$ cat src/rtl/s16_mc_ctrl.sv
// Multi-cycle sequencer for the S16_MC datapath. Latency: 3 to 5 cycles per instruction, plus one cycle per memory stall.
// Stalls in FETCH/MEM_RD/MEM_WR until mem_ready, with strobes held. HALT is absorbing until reset.
module s16_mc_ctrl #(
  parameter int OPW   = 4,
  parameter int CNT_W = 16
) (
  input  logic             clk,
  input  logic             reset,
  input  logic [OPW-1:0]   opcode,
  input  logic             zero,
  input  logic             mem_ready,
  output logic             pc_write,
  output logic             ir_write,
  output logic             mem_read,
  output logic             mem_write,
  output logic             iord,
  output logic             reg_write,
  output logic             reg_dst,
  output logic             mem_to_reg,
  output logic             alu_src_a,
  output logic [1:0]       alu_src_b,
  output logic [1:0]       alu_op,
  output logic [1:0]       pc_src,
  output logic [3:0]       state,
  output logic             halted,
  output logic             illegal,
  output logic [CNT_W-1:0] retired
);

  typedef enum logic [3:0] {
    S_FETCH    = 4'h0,
    S_DECODE   = 4'h1,
    S_EXEC_R   = 4'h2,
    S_EXEC_I   = 4'h3,
    S_MEM_ADDR = 4'h4,
    S_MEM_RD   = 4'h5,
    S_MEM_WR   = 4'h6,
    S_WB_R     = 4'h7,
    S_WB_I     = 4'h8,
    S_WB_MEM   = 4'h9,
    S_BRANCH   = 4'hA,
    S_JUMP     = 4'hB,
    S_HALT     = 4'hF
  } state_t;

  localparam logic [1:0] ALU_ADD = 2'b00;
  localparam logic [1:0] ALU_SUB = 2'b01;

  localparam logic [1:0] SRCB_REG   = 2'b00;
  localparam logic [1:0] SRCB_ONE   = 2'b01;
  localparam logic [1:0] SRCB_IMM   = 2'b10;

  localparam logic [1:0] PCSRC_ALU    = 2'b00;
  localparam logic [1:0] PCSRC_ALUOUT = 2'b01;
  localparam logic [1:0] PCSRC_JUMP   = 2'b10;

  state_t             state_q, state_d;
  logic               illegal_q, illegal_d;
  logic [CNT_W-1:0]   retired_q, retired_d;
  logic [3:0]         op;

  assign op = opcode[3:0];

  // State register.
  always_ff @(posedge clk or negedge reset) begin
    if (!reset) begin
      state_q   <= S_FETCH;
      illegal_q <= 1'b0;
      retired_q <= '0;
    end else begin
      state_q   <= state_d;
      illegal_q <= illegal_d;
      retired_q <= retired_d;
    end
  end

  // Next-state, sticky illegal flag and retire counter.
  always_comb begin
    state_d   = state_q;
    illegal_d = illegal_q;
    retired_d = retired_q;
    case (state_q)
      S_FETCH: begin
        if (mem_ready) state_d = S_DECODE;
      end
      S_DECODE: begin
        case (op)
          4'h0, 4'h1, 4'h2, 4'h3: state_d = S_EXEC_R;
          4'h4:                   state_d = S_EXEC_I;
          4'h5, 4'h6:             state_d = S_MEM_ADDR;
          4'h7:                   state_d = S_BRANCH;
          4'h8:                   state_d = S_JUMP;
          4'hF:                   state_d = S_HALT;
          default: begin
            state_d   = S_HALT;
            illegal_d = 1'b1;
          end
        endcase
      end
      S_EXEC_R:   state_d = S_WB_R;
      S_EXEC_I:   state_d = S_WB_I;
      S_MEM_ADDR: state_d = (op == 4'h5) ? S_MEM_RD : S_MEM_WR;
      S_MEM_RD: begin
        if (mem_ready) state_d = S_WB_MEM;
      end
      S_MEM_WR: begin
        if (mem_ready) state_d = S_FETCH;
      end
      S_WB_R, S_WB_I, S_WB_MEM, S_BRANCH, S_JUMP: state_d = S_FETCH;
      S_HALT:  state_d = S_HALT;
      default: state_d = S_FETCH;
    endcase
    // An instruction retires exactly when control returns to FETCH from elsewhere.
    if ((state_q != S_FETCH) && (state_d == S_FETCH)) begin
      retired_d = retired_q + CNT_W'(1);
    end
  end

  // Control outputs decoded from the current state.
  always_comb begin
    pc_write   = 1'b0;
    ir_write   = 1'b0;
    mem_read   = 1'b0;
    mem_write  = 1'b0;
    iord       = 1'b0;
    reg_write  = 1'b0;
    reg_dst    = 1'b0;
    mem_to_reg = 1'b0;
    alu_src_a  = 1'b0;
    alu_src_b  = SRCB_REG;
    alu_op     = ALU_ADD;
    pc_src     = PCSRC_ALU;
    case (state_q)
      S_FETCH: begin
        mem_read  = 1'b1;
        alu_src_b = SRCB_ONE;
        ir_write  = mem_ready;
        pc_write  = mem_ready;
      end
      S_DECODE: begin
        alu_src_b = SRCB_IMM;
      end
      S_EXEC_R: begin
        alu_src_a = 1'b1;
        alu_src_b = SRCB_REG;
        alu_op    = op[1:0];
      end
      S_EXEC_I, S_MEM_ADDR: begin
        alu_src_a = 1'b1;
        alu_src_b = SRCB_IMM;
      end
      S_MEM_RD: begin
        mem_read = 1'b1;
        iord     = 1'b1;
      end
      S_MEM_WR: begin
        mem_write = 1'b1;
        iord      = 1'b1;
      end
      S_WB_R: begin
        reg_write = 1'b1;
        reg_dst   = 1'b1;
      end
      S_WB_I: begin
        reg_write = 1'b1;
      end
      S_WB_MEM: begin
        reg_write  = 1'b1;
        mem_to_reg = 1'b1;
      end
      S_BRANCH: begin
        alu_src_a = 1'b1;
        alu_src_b = SRCB_REG;
        alu_op    = ALU_SUB;
        pc_src    = PCSRC_ALUOUT;
        pc_write  = zero;
      end
      S_JUMP: begin
        pc_src   = PCSRC_JUMP;
        pc_write = 1'b1;
      end
      default: ;
    endcase
    // While reset is held the state reads FETCH, but no strobe may reach the datapath.
    if (!reset) begin
      pc_write  = 1'b0;
      ir_write  = 1'b0;
      mem_read  = 1'b0;
      mem_write = 1'b0;
      reg_write = 1'b0;
    end
  end

  assign state   = state_q;
  assign halted  = (state_q == S_HALT);
  assign illegal = illegal_q;
  assign retired = retired_q;

endmodule

$ cat config.mk
export PLATFORM = sky130hd
export DESIGN_NAME = s16_mc_ctrl
export DESIGN_NICKNAME = d
export VERILOG_FILES = /design/src/rtl/s16_mc_ctrl.sv
export SDC_FILE = /design/constraint.sdc
export NUM_CORES = 1
export LEC_CHECK = 0
export CAP_MARGIN = 20
export CORE_UTILIZATION = 44
export CTS_BUF_LIST = sky130_fd_sc_hd__clkbuf_2
export CTS_CLUSTER_DIAMETER = 60
export DETAILED_ROUTE_END_ITERATION = 12
export PLACE_DENSITY = 0.81
export SETUP_SLACK_MARGIN = 0.5
export SLEW_MARGIN = 25
export SYNTH_ARGS = -nofsm -noshare
export SYNTH_HDL_FRONTEND = slang
export SYNTH_SLANG_ARGS = --single-unit
$ cat constraint.sdc
create_clock -name clk -period 2 [get_ports clk]
set_input_delay 0.6 -clock clk [delete_from_list [all_inputs] [get_ports clk]]
set_output_delay 0.6 -clock clk [all_outputs]
set_load 0.005 [all_outputs]
==> results of run 1 <==
cell usage after synthesis, types with 2 or more instances:
library cell,count,area [um2]
dfrtp_1,21,526
xnor2_1,17,149
nor2_1,12,45.0
nand2_1,10,37.5
and3_1,8,50.1
a21oi_1,7,35.0
nand4_1,6,37.5
o21ai_0,6,30.0
nand2b_1,5,31.3
nand3_1,5,25.0
buf_2,4,20.0
nor3_1,4,20.0
and2_1,3,18.8
inv_1,3,11.3
nand3_2,3,30.0
nand4_2,3,37.5
nor4b_1,3,26.3
buf_6,2,22.5
clkbuf_1,2,7.51
mux2_2,2,22.5
nor4_1,2,12.5
or3_1,2,12.5
logic make-up after synthesis:
family                   count (synthesis)  synth area share (%)
buffers and inverters                   12                  4.78
adder cells (fa/ha/maj)                  1                 0.920
AO/OA/AOI/OAI                           23                  10.7
AND/OR/NAND/NOR                         71                  31.7
flip-flops                              21                  38.6
XOR/XNOR                                18                  11.6
multiplexers                             2                  1.66
what timing repair did:
action	4_1_cts
endpoints found under the setup margin	58
pin swaps	30
gates cloned	1
buffers inserted	50
resized for setup	208
per-stage QoR:
step,hold slack (ps),TNS (ps)
after global placement,461,-9000
after detailed placement,467,-9860
after floorplan,304,0
after CTS,414,-4110
==> flow_metrics.env, run 1 <==
export IMPL_outcome="aborted with a tool error"
export IMPL_failed_stage="5_1_grt"
export IMPL_error="[ERROR DPL-0038] Utilization greater than 100%, impossible to legalize"
export IMPL_gp_congestion=0.832
export IMPL_worst_ep_kind="output port"
export IMPL_syn_area_mm2=0.00136
export IMPL_place_detailed_hpwl_um=2890
export IMPL_placedCellCount=245
export IMPL_place_ws_ps=-529
export IMPL_rows=19
export IMPL_cts_buffers=3
export IMPL_syn_nets=157
export IMPL_io_pins=45
export IMPL_holdBufCountCts=0
export IMPL_clockBufferDepth=2
export IMPL_yosysSeqAreaShare_pct=38.6
export IMPL_yosys_warnings=0
export IMPL_cts_htree_levels=1
export IMPL_dieHeight_um=57.6
export IMPL_dpl_cell_area_mm2=0.00211
export IMPL_start_util_pct=47.7
export IMPL_ys_seq_elements=21
export IMPL_synth_edff_count=0
export IMPL_synth_main_ff_cell="dfrtp_1"
export IMPL_port_buffers=44
export IMPL_crit_endpoint="pc_write"
export IMPL_cts_root_buf="clkbuf_2"
export IMPL_syn_avg_cell_area_um2=9.19
export IMPL_grt_max_degree=22
export IMPL_ys_async_sr_fraction_pct=100
export IMPL_fp_dieW_um=57.6
export IMPL_synth_distinct_cells=40
export IMPL_syn_inst=148
export IMPL_cts_sinks=21
==> inputs of run 2 (changes only) <==
==> config.mk (replaced) <==
export PLATFORM = sky130hd
export DESIGN_NAME = s16_mc_ctrl
export DESIGN_NICKNAME = d
export VERILOG_FILES = /design/src/rtl/s16_mc_ctrl.sv
export SDC_FILE = /design/constraint.sdc
export NUM_CORES = 1
export LEC_CHECK = 0
export CAP_MARGIN = 20
export CORE_UTILIZATION = 29
export DETAILED_ROUTE_END_ITERATION = 12
export PLACE_DENSITY_LB_ADDON = 0.15
export SLEW_MARGIN = 25
export SYNTH_ARGS = -nofsm -noshare
export SYNTH_HDL_FRONTEND = slang
export SYNTH_SLANG_ARGS = --single-unit
==> run 2 against run 1 <==
The flow now finishes, with violations (design-rule violations, negative setup slack). Synthesized area did not move. Synthesized cell count is the same.
==> flow_metrics.env, run 2 <==
export IMPL_outcome="finished, violations left"
export IMPL_violations="design-rule violations, negative setup slack"
export IMPL_crit_top_cell="buf_4"
export IMPL_ir_worst_vdd_v=0.000689
export IMPL_cp_arrival_ps=1580
export IMPL_rows=24
export IMPL_clockBufferDepth=2
export IMPL_static_leakage_power_uw=0.00129
export IMPL_hold_violations=0
export IMPL_largest_reg_flops=16
export IMPL_drive_gt1_share_pct=52.0
export IMPL_drc=8
export IMPL_finalPower_uw=3820
export IMPL_cts_htree_levels=1
export IMPL_powerDensity_mw_per_mm2=1420
export IMPL_io_pins=45
export IMPL_syn_nets=157
export IMPL_maxSlewViolCount=0
export IMPL_syn_avg_cell_area_um2=9.19
export IMPL_top_usage_layer="met2"
export IMPL_port_buffers=44
export IMPL_met1_usage_pct=19.8
export IMPL_maxCapViolations=0
export IMPL_synth_edff_count=0
export IMPL_cp_max_fo=4
export IMPL_ys_seq_elements=21
export IMPL_setup_violations=21
export IMPL_coreArea_mm2=0.00444
export IMPL_cts_root_buf="clkbuf_8"
export IMPL_relSlewSlack_pct=61.5
export IMPL_synth_main_ff_cell="dfrtp_1"
export IMPL_period_share_pct=109
export IMPL_grt_pass1_wl_um=6830
export IMPL_final_cells=306
export IMPL_endpoint_kind="output pin"
export IMPL_vias=1554
export IMPL_period_minus_slack_ps=2180
export IMPL_synth_top_area_share_pct=38.6
export IMPL_track_usage_pct=17.1
export IMPL_crit_family="flip-flops"
export IMPL_grt_setup_unrepaired="yes"
export IMPL_die_area_mm2=0.00497
export IMPL_use_met2_pct=31.7
export IMPL_syn2layout_area_growth_pct=98.6
export IMPL_dieHeight_um=70.5
export IMPL_syn_inst=148
export IMPL_grt_ovfl_total=0
export IMPL_synth_most_common_cell="dfrtp_1"
export IMPL_worst_slew_pin_slew_ps=577
export IMPL_drt_iter0_markers=48
export IMPL_syn_area_mm2=0.00136
export IMPL_place_ws_ps=-531
export IMPL_final_cell_mix="buf_4, buf_6, clkdlybuf4s50_1, dfrtp_1"
export IMPL_start_util_pct=30.6
export IMPL_path_class="reg -> out"
export IMPL_detail_route_antenna_nets=0
export IMPL_cp_data_required_time_ps=1400
export IMPL_clk_pin_slew_ps=70
export IMPL_first_pass_iters=8
export IMPL_path_cells="nor4_4 -> buf_4 -> buf_4 -> a21oi_2 -> a21oi_1 -> buf_2"
export IMPL_yosys_warnings=0
export IMPL_clk_latency_ps=260
export IMPL_cts_sinks=21
export IMPL_gp_congestion=0.858
export IMPL_cts_buffers=3
export IMPL_antenna_cells=0
export IMPL_synth_area_leaders="dfrtp_1, xnor2_1, and3_1, nor2_1, nand2_1"
export IMPL_cpPeakStageDelay_ps=460
export IMPL_wire_per_inst_um=15.1
export IMPL_hold_class="reg -> reg"
export IMPL_fin_util_pct=60.8
export IMPL_start_kind="flip-flop"
export IMPL_crit_buf_inv=3
export IMPL_fin_worst_skew_ps=5.67
export IMPL_place_detailed_hpwl_um=2860
export IMPL_antenna_found_initial=0
export IMPL_fp_dieW_um=70.5
export IMPL_placedCellCount=273
export IMPL_drt_wl_total_um=4610
export IMPL_fin_nets=264
export IMPL_hold_worst_slack_ps=459
export IMPL_ys_async_sr_fraction_pct=100
export IMPL_synth_top_area_cell="dfrtp_1"
export IMPL_gr_usage_met3_pct=1.88
export IMPL_cp_slowest_cell="dfrtp_2"
export IMPL_synth_top_cells_by_count="dfrtp_1, xnor2_1, nor2_1, nand2_1, and3_1"
export IMPL_grt_max_degree=22
export IMPL_layout_commonest_cell="buf_4"
export IMPL_max_freq_mhz=459
export IMPL_tritoncts="done"
export IMPL_timing_final_ws_setup_ps=-177
export IMPL_via_per_inst=5.08
export IMPL_synth_distinct_cells=40
export IMPL_grt_pass1_vias=1548
export IMPL_yosysSeqAreaShare_pct=38.6
## run 2: area by class of cell
class	instances	area, um2
inverter	3	13.8
fill	372	1740
tap	52	65.1
clock inverter	1	5.00
clock buffer	3	41.3
timing repair buffer	111	1010
sequential	21	531
multi-input combinational	115	1040
## run 2: path summary, 6_finish.rpt
path | startpoint | end | slack, ps | cells after the start
min reg2reg | retired[15]$_DFFE_PN0P_ | retired[15]$_DFFE_PN0P_ | 460 | 1
min in group asynchronous | reset | retired[13]$_DFFE_PN0P_ | 530 | 2
max reg2reg | state[1]$_DFF_PN0_ | retired[9]$_DFFE_PN0P_ | -160 | 8
max | state[0]$_DFF_PN0_ | pc_write | -180 | 6
max in group asynchronous | reset | state[3]$_DFF_PN0_ | 1240 | 2
min | retired[15]$_DFFE_PN0P_ | retired[15]$_DFFE_PN0P_ | 460 | 1
## run 2: power breakdown
| part | internal [uW] | switching, uW |
|---|---|---|
| combinational | 1670 | 1170 |
| clock | 139 | 139 |
| sequential | 538 | 170 |
## run 2: routing by layer
metal	vias to the layer above	part of all wire, %
met5	-	0
met1	765	43
met3	8	2.4
met2	35	53
met4	0	1.6
li1	746	-
## run 2: timing repair
| action | in CTS | in global routing |
|---|---|---|
| hold buffers | 0 | 0 |
| pin swaps | 21 | 20 |
| resized for setup | 96 | 56 |
| buffers inserted | 23 | 8 |
| cloned | 1 | 0 |
| endpoints found under the setup margin | 34 | 30 |
## run 2: through the flow
stage | TNS [ps] | area, um2
after global routing | -3520 | 2700
after CTS | -1430 | 2470
after floorplan | 0 | 1360
final | -2220 | 2700
after global placement | -10370 | 2110
after detailed placement | -11150 | 2110
## run 2: worst reg2reg max path: stages (launching register included)
cell and delay [ps]:
dfrtp_2 480, buf_6 150, buf_6 120, or4b_4 510, o32a_1 230, and4_4 210
buf_12 150, nand4_1 110, xnor2_1 120
## run 2: cells by family (layout without fill, tap and decap cells)
kind of cell / Yosys count / after routing / share of synthesized area (%)
simple gates: 71 / 71 / 31.7
compound gates: 23 / 23 / 10.7
flops: 21 / 21 / 38.6
xor+xnor: 18 / 18 / 11.6
buf+inv: 12 / 118 / 4.78
mux: 2 / 2 / 1.66
fa+ha+maj: 1 / 1 / 0.920
Power figures use the tool's default switching activity.
==> inputs of run 3 (changes only) <==
--- a/config.mk
+++ b/config.mk
@@ -5,6 +5,7 @@
 export SDC_FILE = /design/constraint.sdc
 export NUM_CORES = 1
 export LEC_CHECK = 0
+export ABC_AREA = 1
 export CAP_MARGIN = 20
 export CORE_UTILIZATION = 29
 export DETAILED_ROUTE_END_ITERATION = 12
==> run 3 against run 2 <==
The run ends with negative setup slack left. Critical path depth increased by 3. Largest power group unchanged. Flip-flop and latch count unchanged. Sequential share of layout area decreased by 0.69 points. Cell area increased by 3.4%. Synthesized area increased by 12%. Maximum frequency increased by 2.1%. Total power decreased by 1.0%. Highest routed layer unchanged.
==> flow_metrics.env, run 3 <==
export IMPL_finalInstanceArea_mm2=0.00279
export IMPL_detail_route_antenna_nets=0
export IMPL_cp_data_required_time_ps=1400
export IMPL_grt_ovfl_total=0
export IMPL_gp_congestion=0.868
export IMPL_start_util_pct=29.9
export IMPL_dpl_cell_area_mm2=0.00228
export IMPL_largest_reg_flops=16
export IMPL_hold_start="illegal$_DFFE_PN0P_"
export IMPL_coreArea_mm2=0.00511
export IMPL_final_cell_mix="nand2_1, buf_4, nand3_1, nand2_2, clkdlybuf4s50_1"
export IMPL_cts_htree_levels=1
export IMPL_io_pins=45
export IMPL_track_usage_pct=18.0
export IMPL_ir_worst_vdd_v=0.000743
export IMPL_antenna_found_initial=0
export IMPL_grt_pass1_wl_um=7670
export IMPL_syn_nets=239
export IMPL_drc=0
export IMPL_synth_top_area_share_pct=34.4
export IMPL_syn_inst=230
export IMPL_yosysSeqAreaShare_pct=34.4
export IMPL_relSlewSlack_pct=80.7
export IMPL_place_ws_ps=-527
export IMPL_yosys_warnings=0
export IMPL_synth_main_ff_cell="dfrtp_1"
export IMPL_ys_seq_elements=21
export IMPL_multi_input_area_mm2=0.00112
export IMPL_synth_area_leaders="dfrtp_1, nand2_1, nand3_1, nor2_1, inv_1"
export IMPL_rows=26
export IMPL_fin_worst_skew_ps=4.71
export IMPL_place_detailed_hpwl_um=3310
export IMPL_start_kind="flip-flop"
export IMPL_syn_avg_cell_area_um2=6.65
export IMPL_synth_most_common_cell="nand2_1"
export IMPL_fin_util_pct=54.7
export IMPL_holdBufCountCts=0
export IMPL_placedCellCount=375
export IMPL_static_leakage_power_uw=0.00150
export IMPL_syn_area_mm2=0.00153
export IMPL_cp_max_fo=3
export IMPL_hold_class="reg -> reg"
export IMPL_cts_buffers=3
export IMPL_drive_gt1_share_pct=44.9
export IMPL_maxCapViolations=0
export IMPL_grt_max_degree=22
export IMPL_synth_fa_ha_area_share_pct=0.818
export IMPL_tritoncts="done"
export IMPL_synth_top_family_by_area="simple AND/OR/NAND/NOR gates"
export IMPL_vias=1871
export IMPL_fillers=504
export IMPL_timing_final_ws_setup_ps=-132
export IMPL_period_share_pct=107
export IMPL_synth_distinct_cells=23
export IMPL_synthMuxAreaShare_pct=0
export IMPL_grt_pass1_vias=1645
export IMPL_hold_violations=0
export IMPL_worst_slew_pin_slew_ps=289
export IMPL_dieHeight_um=74.6
export IMPL_antenna_cells=0
export IMPL_period_minus_slack_ps=2130
export IMPL_first_pass_iters=4
export IMPL_synthXorXnorAreaFrac_pct=7.45
export IMPL_fin_nets=344
export IMPL_synth_edff_count=0
export IMPL_maxSlewViolCount=0
export IMPL_powerDensity_mw_per_mm2=1360
export IMPL_setup_violations=7
export IMPL_drt_iter0_markers=79
export IMPL_cts_sinks=21
export IMPL_outcome="finished, violations left"
export IMPL_hold_worst_slack_ps=481
export IMPL_reg2reg_depth=14
export IMPL_clk_pin_slew_ps=80
export IMPL_max_freq_mhz=469
export IMPL_fp_dieW_um=74.6
export IMPL_cts_root_buf="clkbuf_8"
export IMPL_critical_path_startpoint="state[3]$_DFF_PN0_"
export IMPL_holdPathStages=1
export IMPL_drt_wl_total_um=5050
export IMPL_port_buffers=44
export IMPL_timing_rr_start="state[2]$_DFF_PN0_"
export IMPL_yosys_area_share_simple_pct=44.8
export IMPL_endpoint_kind="output pin"
export IMPL_path_class="reg -> out"
export IMPL_layout_commonest_cell="nand2_1"
export IMPL_cp_arrival_ps=1530
export IMPL_clk_latency_ps=260
export IMPL_synth_top_cells_by_count="nand2_1, nand3_1, nor2_1, inv_1, dfrtp_1"
export IMPL_grt_setup_unrepaired="yes"
export IMPL_via_per_inst=4.63
export IMPL_clockBufferDepth=2
export IMPL_final_cells=404
export IMPL_synth_top_area_cell="dfrtp_1"
export IMPL_syn2layout_area_growth_pct=82.7
export IMPL_wire_per_inst_um=12.5
export IMPL_register_area_um2=529
export IMPL_ys_async_sr_fraction_pct=100
export IMPL_synth_compound_area_share_pct=4.26
export IMPL_die_area_mm2=0.00557
export IMPL_violations="negative setup slack"
run 3: path summary, 6_finish.rpt:
path | end | slack (ps)
worst max-delay path | reg_write | -130
worst min-delay path | illegal$_DFFE_PN0P_ | 480
worst max register to register | retired[15]$_DFFE_PN0P_ | 0
worst min register to register | illegal$_DFFE_PN0P_ | 480
max in group asynchronous | state[2]$_DFF_PN0_ | 1270
min in group asynchronous | retired[12]$_DFFE_PN0P_ | 490
run 3: metrics by stage:
| step | TNS (ps) | total power (uW) |
|---|---|---|
| 2_1_floorplan | 0 | 1630 |
| 3_3_place_gp | -7620 | 2500 |
| 3_5_place_dp | -7980 | 2490 |
| 4_1_cts | -978 | 3270 |
| 5_1_grt | -1660 | 4020 |
| 6_report | -288 | 3780 |
run 3: area by class of cell:
cell class / instances / area share [%]
sequential: 21 / 19.0
timing repair buffer: 102 / 32.4
multi-input combinational: 181 / 40.2
inverter: 26 / 3.67
tap: 70 / 3.14
clock inverter: 1 / 0.179
clock buffer: 3 / 1.48
run 3: worst max-delay path: stages (launching register included):
cell     delay [ps]
dfrtp_2         440
buf_6           120
inv_4            50
buf_6           110
nand2_4          60
nor2_4          100
buf_6           110
a21oi_2          30
nor2_1          120
buf_2           130
run 3: cell families (layout without fill, tap and decap cells):
family,count (synthesis),after routing
adders and majority gates,1,1
xor gates and xnor gates,13,13
DFF,21,21
and+or+nand+nor,155,156
buffers and inverters,29,132
AOI/OAI and AO/OA,11,11
run 3: power by group:
group          switching, uW  internal [uW]  leakage [uW]
logic                   1450           1400       0.00120
clock network            150            139     0.0000255
registers                135            516      0.000275
run 3: what timing repair did:
action	CTS	global route
endpoints found under the setup margin	32	34
hold endpoints to repair	0	0
gates cloned	2	1
gates resized for setup	93	68
pin swaps	20	31
buffers inserted	13	11
run 3: metal layers:
layer | up-vias | track usage (%) | part of all wire [%]
li1 | 937 | - | -
met4 | 0 | 1.89 | 0.57
met2 | 43 | 29.9 | 48
met3 | 4 | 3.48 | 3.5
met1 | 887 | 25.0 | 48
met5 | - | 0 | 0
==> inputs of run 4 (changes only) <==
--- a/config.mk
+++ b/config.mk
@@ -7,6 +7,8 @@
 export LEC_CHECK = 0
 export ABC_AREA = 1
 export CAP_MARGIN = 20
+export CORE_ASPECT_RATIO = 0.8
+export CORE_MARGIN = 3
 export CORE_UTILIZATION = 29
 export DETAILED_ROUTE_END_ITERATION = 12
 export PLACE_DENSITY_LB_ADDON = 0.15
==> run 4 against run 3 <==
The flow still finishes with violations (negative setup slack). Non-clock buffer count rose by 5. Clock skew is 3.9 ps lower. Critical path depth shrank 3. Largest cell class unchanged.
==> flow_metrics.env, run 4 (synthesis gave the netlist of run 3 again) <==
export IMPL_endpoint_kind="output pin"
export IMPL_fin_worst_skew_ps=0.811
export IMPL_finalInstanceArea_mm2=0.00288
export IMPL_maxCapViolations=0
export IMPL_tritoncts="done"
export IMPL_finalPower_uw=4040
export IMPL_fp_dieW_um=87.2
export IMPL_ir_worst_vdd_v=0.000932
export IMPL_die_area_mm2=0.00618
export IMPL_static_leakage_power_uw=0.00145
export IMPL_first_pass_iters=4
export IMPL_grt_setup_unrepaired="yes"
export IMPL_use_met2_pct=26.6
export IMPL_powerDensity_mw_per_mm2=1400
export IMPL_detail_route_antenna_nets=0
export IMPL_fin_nets=349
export IMPL_worst_slew_pin_slew_ps=401
export IMPL_clk_pin_slew_ps=70
export IMPL_final_cells=399
export IMPL_start_kind="flip-flop"
export IMPL_cts_buffers=3
export IMPL_top_usage_layer="met2"
export IMPL_start_util_pct=31.6
export IMPL_cts_root_buf="clkbuf_8"
export IMPL_drt_wl_total_um=5380
export IMPL_met1_usage_pct=25.8
export IMPL_cp_data_required_time_ps=1400
export IMPL_cp_arrival_ps=1460
export IMPL_path_class="reg -> out"
export IMPL_outcome="finished, violations left"
export IMPL_vias=1850
export IMPL_rows=22
export IMPL_setup_violations=6
export IMPL_timing_final_ws_setup_ps=-59.6
export IMPL_relSlewSlack_pct=73.1
export IMPL_hold_violations=0
export IMPL_coreArea_mm2=0.00484
export IMPL_drc=0
export IMPL_syn2layout_area_growth_pct=88.3
export IMPL_max_freq_mhz=486
export IMPL_hold_worst_slack_ps=505
export IMPL_track_usage_pct=17.3
export IMPL_place_detailed_hpwl_um=3500
export IMPL_grt_ovfl_total=0
export IMPL_violations="negative setup slack"
export IMPL_final_cell_mix="nand2_1, buf_4, buf_6, nand3_1, clkdlybuf4s50_1"
export IMPL_placedCellCount=367
export IMPL_dieHeight_um=70.9
export IMPL_drive_gt1_share_pct=46.3
export IMPL_gp_congestion=0.864
export IMPL_largest_reg_flops=16
export IMPL_period_minus_slack_ps=2060
export IMPL_drt_iter0_markers=104
export IMPL_period_share_pct=103
export IMPL_gr_usage_met3_pct=3.61
export IMPL_antenna_found_initial=0
export IMPL_via_per_inst=4.64
export IMPL_grt_pass1_wl_um=8580
export IMPL_cp_max_fo=4
export IMPL_layout_commonest_cell="nand2_1"
export IMPL_final_setup_tns_ps=-211
export IMPL_grt_pass1_vias=1796
export IMPL_maxSlewViolCount=0
export IMPL_antenna_cells=0
export IMPL_cts_sinks=21
export IMPL_wire_per_inst_um=13.5
export IMPL_clockBufferDepth=2
export IMPL_dpl_cell_area_mm2=0.00228
export IMPL_io_pins=45
export IMPL_port_buffers=44
export IMPL_grt_max_degree=22
export IMPL_cts_htree_levels=1
export IMPL_clk_latency_ps=260
export IMPL_hold_class="reg -> reg"
[run 4: layout make-up]
type	count	area [um2]
clock buffer	4	45.0
inverter	26	100
timing repair buffer	107	986
sequential	21	531
multi-input combinational	181	1140
fill	433	1970
tap	60	75.1
[run 4: final timing paths]
path                       slack (ps)                       to  cells past startpoint           startpoint
setup reg to reg                   60  retired[13]$_DFFE_PN0P_                     13   state[1]$_DFF_PN0_
min in group asynchronous         510  retired[13]$_DFFE_PN0P_                      2                reset
max in group asynchronous        1250       state[1]$_DFF_PN0_                      2                reset
hold reg to reg                   500      illegal$_DFFE_PN0P_                      1  illegal$_DFFE_PN0P_
setup / recovery                  -60                 pc_write                      6   state[3]$_DFF_PN0_
hold / removal                    500      illegal$_DFFE_PN0P_                      1  illegal$_DFFE_PN0P_
[run 4: per-stage QoR]
stage / util [%] / worst slack, ps
global route: 59.4 / -126
floorplan: - / 265
CTS: 54.1 / -160
detailed placement: 47.2 / -541
finish: 59.4 / -59.6
global placement: 47.2 / -544
[run 4: power breakdown]
part           internal [uW]  total, uW  switching (uW)
clock network            142        277             136
logic                   1570       3120            1540
registers                518        646             127
total                   2240       4040            1810
[run 4: what timing repair did]
item	CTS	global route
hold buffers	0	0
resized for setup	107	67
pin swaps	23	24
cloned	3	0
endpoints found under the setup margin	32	31
buffers inserted	20	11
endpoints found under the hold margin	0	0
[run 4: worst max-delay path, stage by stage, from the launching register on]
cell and delay, ps:
dfrtp_2 450, buf_6 130, nor2_4 140, nand3_2 120, buf_6 140, a21oi_2 100
clkbuf_2 120
[run 4: routing by layer]
layer	vias to the layer above	wire, um
met5	-	0
met4	0	38
met3	4	289
met2	56	2470
met1	840	2580
li1	950	-
